### src/rtl/reg_bus_pkg.sv
// Shared types and widths for the register-bus arbiter.
package reg_bus_pkg;

  localparam int REG_ADDR_W = 8;
  localparam int REG_DATA_W = 8;

  typedef enum logic [1:0] {
    ST_IDLE  = 2'd0,
    ST_ISSUE = 2'd1,
    ST_WAIT  = 2'd2,
    ST_ACK   = 2'd3
  } state_t;

  function automatic logic [1:0] onehot2(input logic idx);
    return idx ? 2'b10 : 2'b01;
  endfunction

endpackage

### src/rtl/rr_arb2.sv
// Two-way round-robin arbiter: the pointer remembers the last granted index
// so that a tie goes to the other requester.
module rr_arb2 (
  input  logic       clk,
  input  logic       reset_n,
  input  logic [1:0] req_i,
  input  logic       take_i,
  output logic       win_o,
  output logic       any_o
);

  logic ptr_q;

  always_comb begin
    any_o = |req_i;
    case (req_i)
      2'b01:   win_o = 1'b0;
      2'b10:   win_o = 1'b1;
      2'b11:   win_o = ~ptr_q;
      default: win_o = 1'b0;
    endcase
  end

  // Reset value 1 lets requester 0 win the first tie.
  always_ff @(posedge clk) begin
    if (!reset_n) begin
      ptr_q <= 1'b1;
    end else if (take_i && any_o) begin
      ptr_q <= win_o;
    end
  end

endmodule

### src/rtl/reg_bus_arbiter.sv
// Arbitrates two requesters onto a single register bus; one transaction at a
// time, strobe -> optional wait -> one-cycle ack with sampled read data.
module reg_bus_arbiter
  import reg_bus_pkg::*;
#(
  parameter int unsigned WAIT_CYCLES = 1
) (
  input  logic                  clk,
  input  logic                  reset_n,
  input  logic                  req0,
  input  logic                  req1,
  input  logic                  wr0,
  input  logic                  wr1,
  input  logic [REG_ADDR_W-1:0] addr0,
  input  logic [REG_ADDR_W-1:0] addr1,
  input  logic [REG_DATA_W-1:0] wdata0,
  input  logic [REG_DATA_W-1:0] wdata1,
  output logic                  ack0,
  output logic                  ack1,
  output logic [REG_DATA_W-1:0] rdata,
  output logic [1:0]            gnt,
  output logic [REG_ADDR_W-1:0] reg_addr,
  output logic [REG_DATA_W-1:0] reg_wdata,
  input  logic [REG_DATA_W-1:0] reg_rdata,
  output logic                  reg_wr,
  output logic                  reg_rd
);

  localparam logic [3:0] WAIT_LOAD = (WAIT_CYCLES == 0) ? 4'd0 : 4'(WAIT_CYCLES - 1);

  state_t                state_q;
  logic [3:0]            cnt_q;
  logic                  idx_q;
  logic                  wr_q;
  logic [REG_ADDR_W-1:0] addr_q;
  logic [REG_DATA_W-1:0] wdata_q;
  logic [1:0]            gnt_q;
  logic [1:0]            ack_q;
  logic [REG_DATA_W-1:0] rdata_q;
  logic                  reg_wr_q;
  logic                  reg_rd_q;

  logic                  win;
  logic                  any_req;
  logic                  wr_d;
  logic [REG_ADDR_W-1:0] addr_d;
  logic [REG_DATA_W-1:0] wdata_d;
  logic [REG_DATA_W-1:0] rdata_d;

  rr_arb2 u_arb (
    .clk     (clk),
    .reset_n (reset_n),
    .req_i   ({req1, req0}),
    .take_i  (state_q == ST_IDLE),
    .win_o   (win),
    .any_o   (any_req)
  );

  assign wr_d    = win ? wr1 : wr0;
  assign addr_d  = win ? addr1 : addr0;
  assign wdata_d = win ? wdata1 : wdata0;
  assign rdata_d = wr_q ? '0 : reg_rdata;

  always_ff @(posedge clk) begin
    if (!reset_n) begin
      state_q  <= ST_IDLE;
      cnt_q    <= '0;
      idx_q    <= 1'b0;
      wr_q     <= 1'b0;
      addr_q   <= '0;
      wdata_q  <= '0;
      gnt_q    <= '0;
      ack_q    <= '0;
      rdata_q  <= '0;
      reg_wr_q <= 1'b0;
      reg_rd_q <= 1'b0;
    end else begin
      reg_wr_q <= 1'b0;
      reg_rd_q <= 1'b0;
      ack_q    <= '0;
      rdata_q  <= '0;
      case (state_q)
        ST_IDLE: begin
          if (any_req) begin
            state_q  <= ST_ISSUE;
            idx_q    <= win;
            wr_q     <= wr_d;
            addr_q   <= addr_d;
            wdata_q  <= wdata_d;
            gnt_q    <= onehot2(win);
            reg_wr_q <= wr_d;
            reg_rd_q <= ~wr_d;
          end
        end
        ST_ISSUE: begin
          if (WAIT_CYCLES == 0) begin
            state_q <= ST_ACK;
            ack_q   <= onehot2(idx_q);
            rdata_q <= rdata_d;
          end else begin
            state_q <= ST_WAIT;
            cnt_q   <= WAIT_LOAD;
          end
        end
        ST_WAIT: begin
          // Read data is captured on the edge that leaves the last wait cycle.
          if (cnt_q == 4'd0) begin
            state_q <= ST_ACK;
            ack_q   <= onehot2(idx_q);
            rdata_q <= rdata_d;
          end else begin
            cnt_q <= cnt_q - 4'd1;
          end
        end
        ST_ACK: begin
          state_q <= ST_IDLE;
          gnt_q   <= '0;
          wr_q    <= 1'b0;
          addr_q  <= '0;
          wdata_q <= '0;
        end
        default: begin
          state_q <= ST_IDLE;
          gnt_q   <= '0;
          wr_q    <= 1'b0;
          addr_q  <= '0;
          wdata_q <= '0;
        end
      endcase
    end
  end

  assign ack0      = ack_q[0];
  assign ack1      = ack_q[1];
  assign rdata     = rdata_q;
  assign gnt       = gnt_q;
  assign reg_addr  = addr_q;
  assign reg_wdata = wdata_q;
  assign reg_wr    = reg_wr_q;
  assign reg_rd    = reg_rd_q;

endmodule

### config.mk
export PLATFORM = sky130hd
export DESIGN_NAME = reg_bus_arbiter
export DESIGN_NICKNAME = d
export VERILOG_FILES = /design/src/rtl/reg_bus_pkg.sv /design/src/rtl/rr_arb2.sv /design/src/rtl/reg_bus_arbiter.sv
export SDC_FILE = /design/constraint.sdc
export NUM_CORES = 1
export LEC_CHECK = 0
export CAP_MARGIN = 20
export CORE_MARGIN = 2
export CORE_UTILIZATION = 39
export DETAILED_ROUTE_END_ITERATION = 16
export HOLD_SLACK_MARGIN = 0.1
export PLACE_DENSITY = 0.76
export SETUP_SLACK_MARGIN = 0.4
export SYNTH_ARGS = -nofsm -noshare
export SYNTH_HDL_FRONTEND = slang
export SYNTH_SLANG_ARGS = --single-unit
### constraint.sdc
create_clock -name clk -period 1.69 [get_ports clk]
set_clock_uncertainty 0.2 [all_clocks]
set_input_delay 0.338 -clock clk [delete_from_list [all_inputs] [get_ports clk]]
set_output_delay 0.338 -clock clk [all_outputs]
set_load 0.02 [all_outputs]
-- Word-level counts from Yosys, hierarchy flattened
Index checks and enable logic that the tools add are counted.
Widths: inputs -> output; s select.
- output and inout port bits: 30
- bits in registers: 39
- bits of input ports: 46
- multiplexer cells: 19
- add/sub/neg operators: 1
- bitwise gates (word level): 5
- equal/unequal tests: 8
- reductions and logical operators: 13
- operator list (operator ; number):
    $mux 8 ; 4
    $pmux 8 s2 ; 2
    $mux 2 ; 5
    $eq 2x2->1 const B ; 4
    $pmux 2 s4 ; 1
    $pmux 4 s2 ; 1
    $reduce_and 2->1 ; 4
    $ne 2x2->1 const B ; 3
    $reduce_and 3->1 ; 2
    $not 1->1 ; 5
    $logic_not 4->1 ; 1
    $mux 4 ; 1
    $pmux 1 s2 ; 2
    $pmux 2 s2 ; 1
    $reduce_bool 2->1 ; 2
    $reduce_or 4->1 ; 1
    $sub 4x1->4 const B ; 1
    $eq 2x1->1 const B ; 1
    $logic_not 2->1 ; 1
    $mux 1 ; 2
    $reduce_or 2->1 ; 1
    $logic_and 1x1->1 ; 1

-- Longest topological paths before layout
Gate-level depths: netlist (run 1).
- word-level depth: 5
- depth in mapped cells: 7

-- Cells and area by module
Synthesis (run 1) repeated with hierarchy kept, for this count alone.
- cell total of the unflattened synthesis: 154
- area total of the unflattened synthesis: 1607.8 um^2
- by module, submodules not included (module ; cells an instance ; instances ; sequential area each (um^2) ; area each (um^2)):
    reg_bus_arbiter ; 148 ; 1 ; 760.7 ; 1554.0
    rr_arb2 ; 6 ; 1 ; 20.0 ; 53.8

-- Least setup slack after synthesis (run 1)
No wires, ideal clock.
- kind: flip-flop to flip-flop
- start point: register state_q[0]
- end point: register wdata_q[0], in the netlist reg_wdata[0]
- period minus slack after synthesis: 1.831 ns
- arrival: 1.509 ns
- data required time: 1.368 ns
- slack: -0.141 ns
- cell stages (with the launch flop): 7
- library setup time: 0.122 ns
- cells stage by stage: dfxtp_1 inv_1 ha_1 nand2_1 clkbuf_1 nor4_1 a311o_1
- longest elaborated chain between the ends: 3
- elaborated cells on any way between the ends: 6
- classes of those cells: 2 x eq/ne; 1 x mux; 3 x reduce/logical
- ends and longest elaborated chain (element ; RTL line ; source):
    from (decl) ; reg_bus_arbiter.sv:31 ; state_t state_q;
    from (signal assigned) ; reg_bus_arbiter.sv:66 ; state_q <= ST_IDLE;
    from (signal assigned) ; reg_bus_arbiter.sv:85 ; state_q <= ST_ISSUE;
    from (signal assigned) ; reg_bus_arbiter.sv:97 ; state_q <= ST_ACK;
    $eq 2x2->1 / $logic_not 2->1 (equally long branches) ; reg_bus_arbiter.sv:82 ; case (state_q)
    $reduce_bool 2->1 (no source line) / $ne 2x2->1 (equally long branches) ; - ;
    $reduce_and 2->1 (no source line) ; - ;
    to (signal assigned) ; reg_bus_arbiter.sv:89 ; wdata_q <= wdata_d;
    to (decl) ; reg_bus_arbiter.sv:36 ; logic [REG_DATA_W-1:0] wdata_q;
Several ways; a longest one is shown, not always the timed one.
A chain may end at the register's enable or synchronous reset.

-- Worst setup path after layout (run 1)
- start point: register cnt_q[0]
- end point: register state_q[0]
- longest elaborated chain between the ends: 3
- ends and longest elaborated chain (element ; RTL line ; source):
    from (decl) ; reg_bus_arbiter.sv:32 ; logic [3:0] cnt_q;
    from (signal assigned) ; reg_bus_arbiter.sv:112 ; cnt_q <= cnt_q - 4'd1;
    $logic_not 4->1 ; reg_bus_arbiter.sv:107 ; if (cnt_q == 4'd0) begin
    $ne 2x2->1 (no source line) ; - ;
    $reduce_and 2->1 (no source line) ; - ;
    to (signal assigned) ; reg_bus_arbiter.sv:108 ; state_q <= ST_ACK;
    to (signal assigned) ; reg_bus_arbiter.sv:116 ; state_q <= ST_IDLE;
    to (signal assigned) ; reg_bus_arbiter.sv:123 ; state_q <= ST_IDLE;
Every way passes these cells.

==> results.ini, run 1 <==
[critical_path]
crit_type = reg -> reg
critPathMaxFanout = 3
worstPathRequired_ns = 1.70
cp-end-kind = flop
start_kind = flop
worstPathArrival_ns = 1.70

[layout]
final_net_count = 350
insertedDiodeCount = 0
final_cell_mix = clkdlybuf4s50_1, buf_6, dfxtp_2
area_delta_synth_final_pct = 82.2
n_fill_cell = 340
layout_commonest_cell = clkdlybuf4s50_1
layout-drive-gt1-share_pct = 54.2
post-route-util_pct = 73.2
regArea_um2 = 822
multi_input_area_um2 = 1240

[floorplanning]
die_h_um = 73.8
start_util_pct = 40.2
die_w_um = 73.8
ios = 76
die_area_um2 = 5440
coreArea_um2 = 4720
rows = 25

[route]
route.detailed.drc = 0
drtIter0Drc = 82
routed_wl_um = 5850
ant_nets = 0
wl_per_cell_um = 16.0
dr_total_vias = 1957
via_per_inst = 5.35
drtPass1Iterations = 4

[clocking]
insertion_delay_ns = 0.29
cts_tree = done
cts_buffer_depth = 2
ctsHoldBuffers = 0
cts-root-buf = clkbuf_8
clock-sinks = 39
path_clk_slew_ns = 0.08
htree_levels = 2
cts_buffers = 5

[synthesis]
yosys_warnings = 0
synthTopCellsByArea = dfxtp_1, nor4b_1, o31a_1
avgSynthCellArea_um2 = 9.73
synth_edf_count = 0
syn_inst = 195
synth_top_area_share_pct = 41.1
yosysTopAreaCell = dfxtp_1
async_flop_share_pct = 0
ys_ff_latch = 39
synth_area_um2 = 1900
synth_nets = 247
synth-main-ff-cell = dfxtp_1
yosys.cell_types.count = 39
synth_seq_area_share_pct = 41.1

[sta]
slew_violations = 0
worstMarginPinSlew_ns = 0.351
fin_crit_sh_pct = 100
slew_headroom_pct = 76.4
hold_violations = 0
max_freq_mhz = 591
rsz0062_at_grt = yes
worst_slack_ns = -0.00309
fin_crit_ns = 1.69
setup_viol_count_final = 1

[place]
post-place-ws_ns = -0.312
dpl.hpwl_um = 3800
gp_congestion = 0.759
port-buffer-count = 75

[global_routing]
track_usage_pct = 22.1
grt_pass1_vias = 1893
antenna_found_initial = 0
grt_first_pass_wirelength_um = 9110
grt.overflow.total = 0
grt_max_degree = 20

[flow_run]
maxCapViolations = 0

[power_and_ir_drop]
cellPowerDensity_nw_per_um2 = 1310
leakagePower_uw = 0.00131
ir_worst_vdd_mv = 0.746

[outcome]
violations = setup timing
status = finished, violations left

[min_path]
min_path_type = in -> reg

[logic make-up after synthesis]
logic type,synth area share (%)
AND/OR/NAND/NOR,27.6
AO/OA/AOI/OAI,21.2
flip-flops,41.1
buffers and inverters,5.14
adder cells (fa/ha/maj),3.96
multiplexers,1.05
[cells in the mapped netlist (2+ instances only)]
cell type	number
dfxtp_1	39
nor4b_1	26
a21boi_0	16
o31a_1	14
nand2_1	13
and2_1	9
buf_2	9
clkbuf_1	8
a21oi_1	7
ha_1	6
inv_1	5
nor3_1	5
nor4_1	4
a311o_1	3
nor2_1	3
o21ai_0	3
mux2i_1	2
o21a_1	2
[worst max-delay path, stage by stage, from the launching register on]
cell,delay [ns]
dfxtp_2,0.33
inv_2,0.07
ha_4,0.12
or3b_4,0.42
a21bo_4,0.24
a221oi_2,0.23
[sequential cells by signal, summed over array words and instances, names as in the netlist]
| register | count |
|---|---|
| ack_q | 2 |
| cnt_q | 4 |
| gnt | 2 |
| idx_q | 1 |
| rdata | 8 |
| reg_addr | 8 |
| reg_rd | 1 |
| reg_wdata | 8 |
| reg_wr | 1 |
| state_q | 2 |
| u_arb.ptr_q | 1 |
| wr_q | 1 |
[routing by layer]
metal | routed length [um] | track usage [%] | vias to the layer above
met3 | 398 | 6.04 | 8
met1 | 2440 | 26.6 | 913
li1 | - | - | 947
met2 | 2940 | 38.1 | 89
met4 | 73 | 7.07 | 0
met5 | 0 | 0 | -
[report_power, final]
group | switching, uW | leakage, uW | internal [uW]
clock | 341 | 0.0000505 | 371
combinational | 1220 | 0.000933 | 1300
sequential | 153 | 0.000331 | 1160
[path summary, 6_finish.rpt]
check                              start         end  slack, ns  cells after the start
worst min register to register     idx_q    ack_q[0]       0.29                      1
worst min-delay path                req1      reg_rd       0.27                      3
worst max-delay path            cnt_q[0]  state_q[0]     -0.003                      5
worst max register to register  cnt_q[0]  state_q[0]     -0.003                      5
[per-stage QoR]
step / area [um^2] / hold slack [ns] / power [uW] / setup TNS, ns / cells
floorplan: 1980 / 0.215 / 2410 / 0 / 195
global placement: 2980 / 0.239 / 3260 / -6.56 / 348
detailed placement: 2980 / 0.253 / 3290 / -6.81 / 348
CTS: 3310 / 0.287 / 4350 / 0 / 363
global route: 3460 / 0.301 / 4770 / -0.945 / 366
finish: 3460 / 0.272 / 4540 / -0.00309 / 366
[area by class of cell]
class,count,share of cell area (%)
clock buffers,7,2.79
well taps,67,2.42
repair buffers,113,34.0
clock inverters,1,0.217
inverters,6,0.832
multi-input cells,133,36.0
flip-flops and latches,39,23.8
[timing repair]
action                                  4_1_cts  5_1_grt
cloned                                        1        0
endpoints found under the setup margin       69       68
pin swaps                                    18        9
gates resized for setup                     228       39
buffers inserted                              6        3
No activity file was read; power rests on OpenSTA's default activity.
==> inputs of run 2 (changes only) <==
CAP_MARGIN = 10   (was 20)
==> results of run 2 <==
Final layout, timing and power as in run 1 (identical DEF).
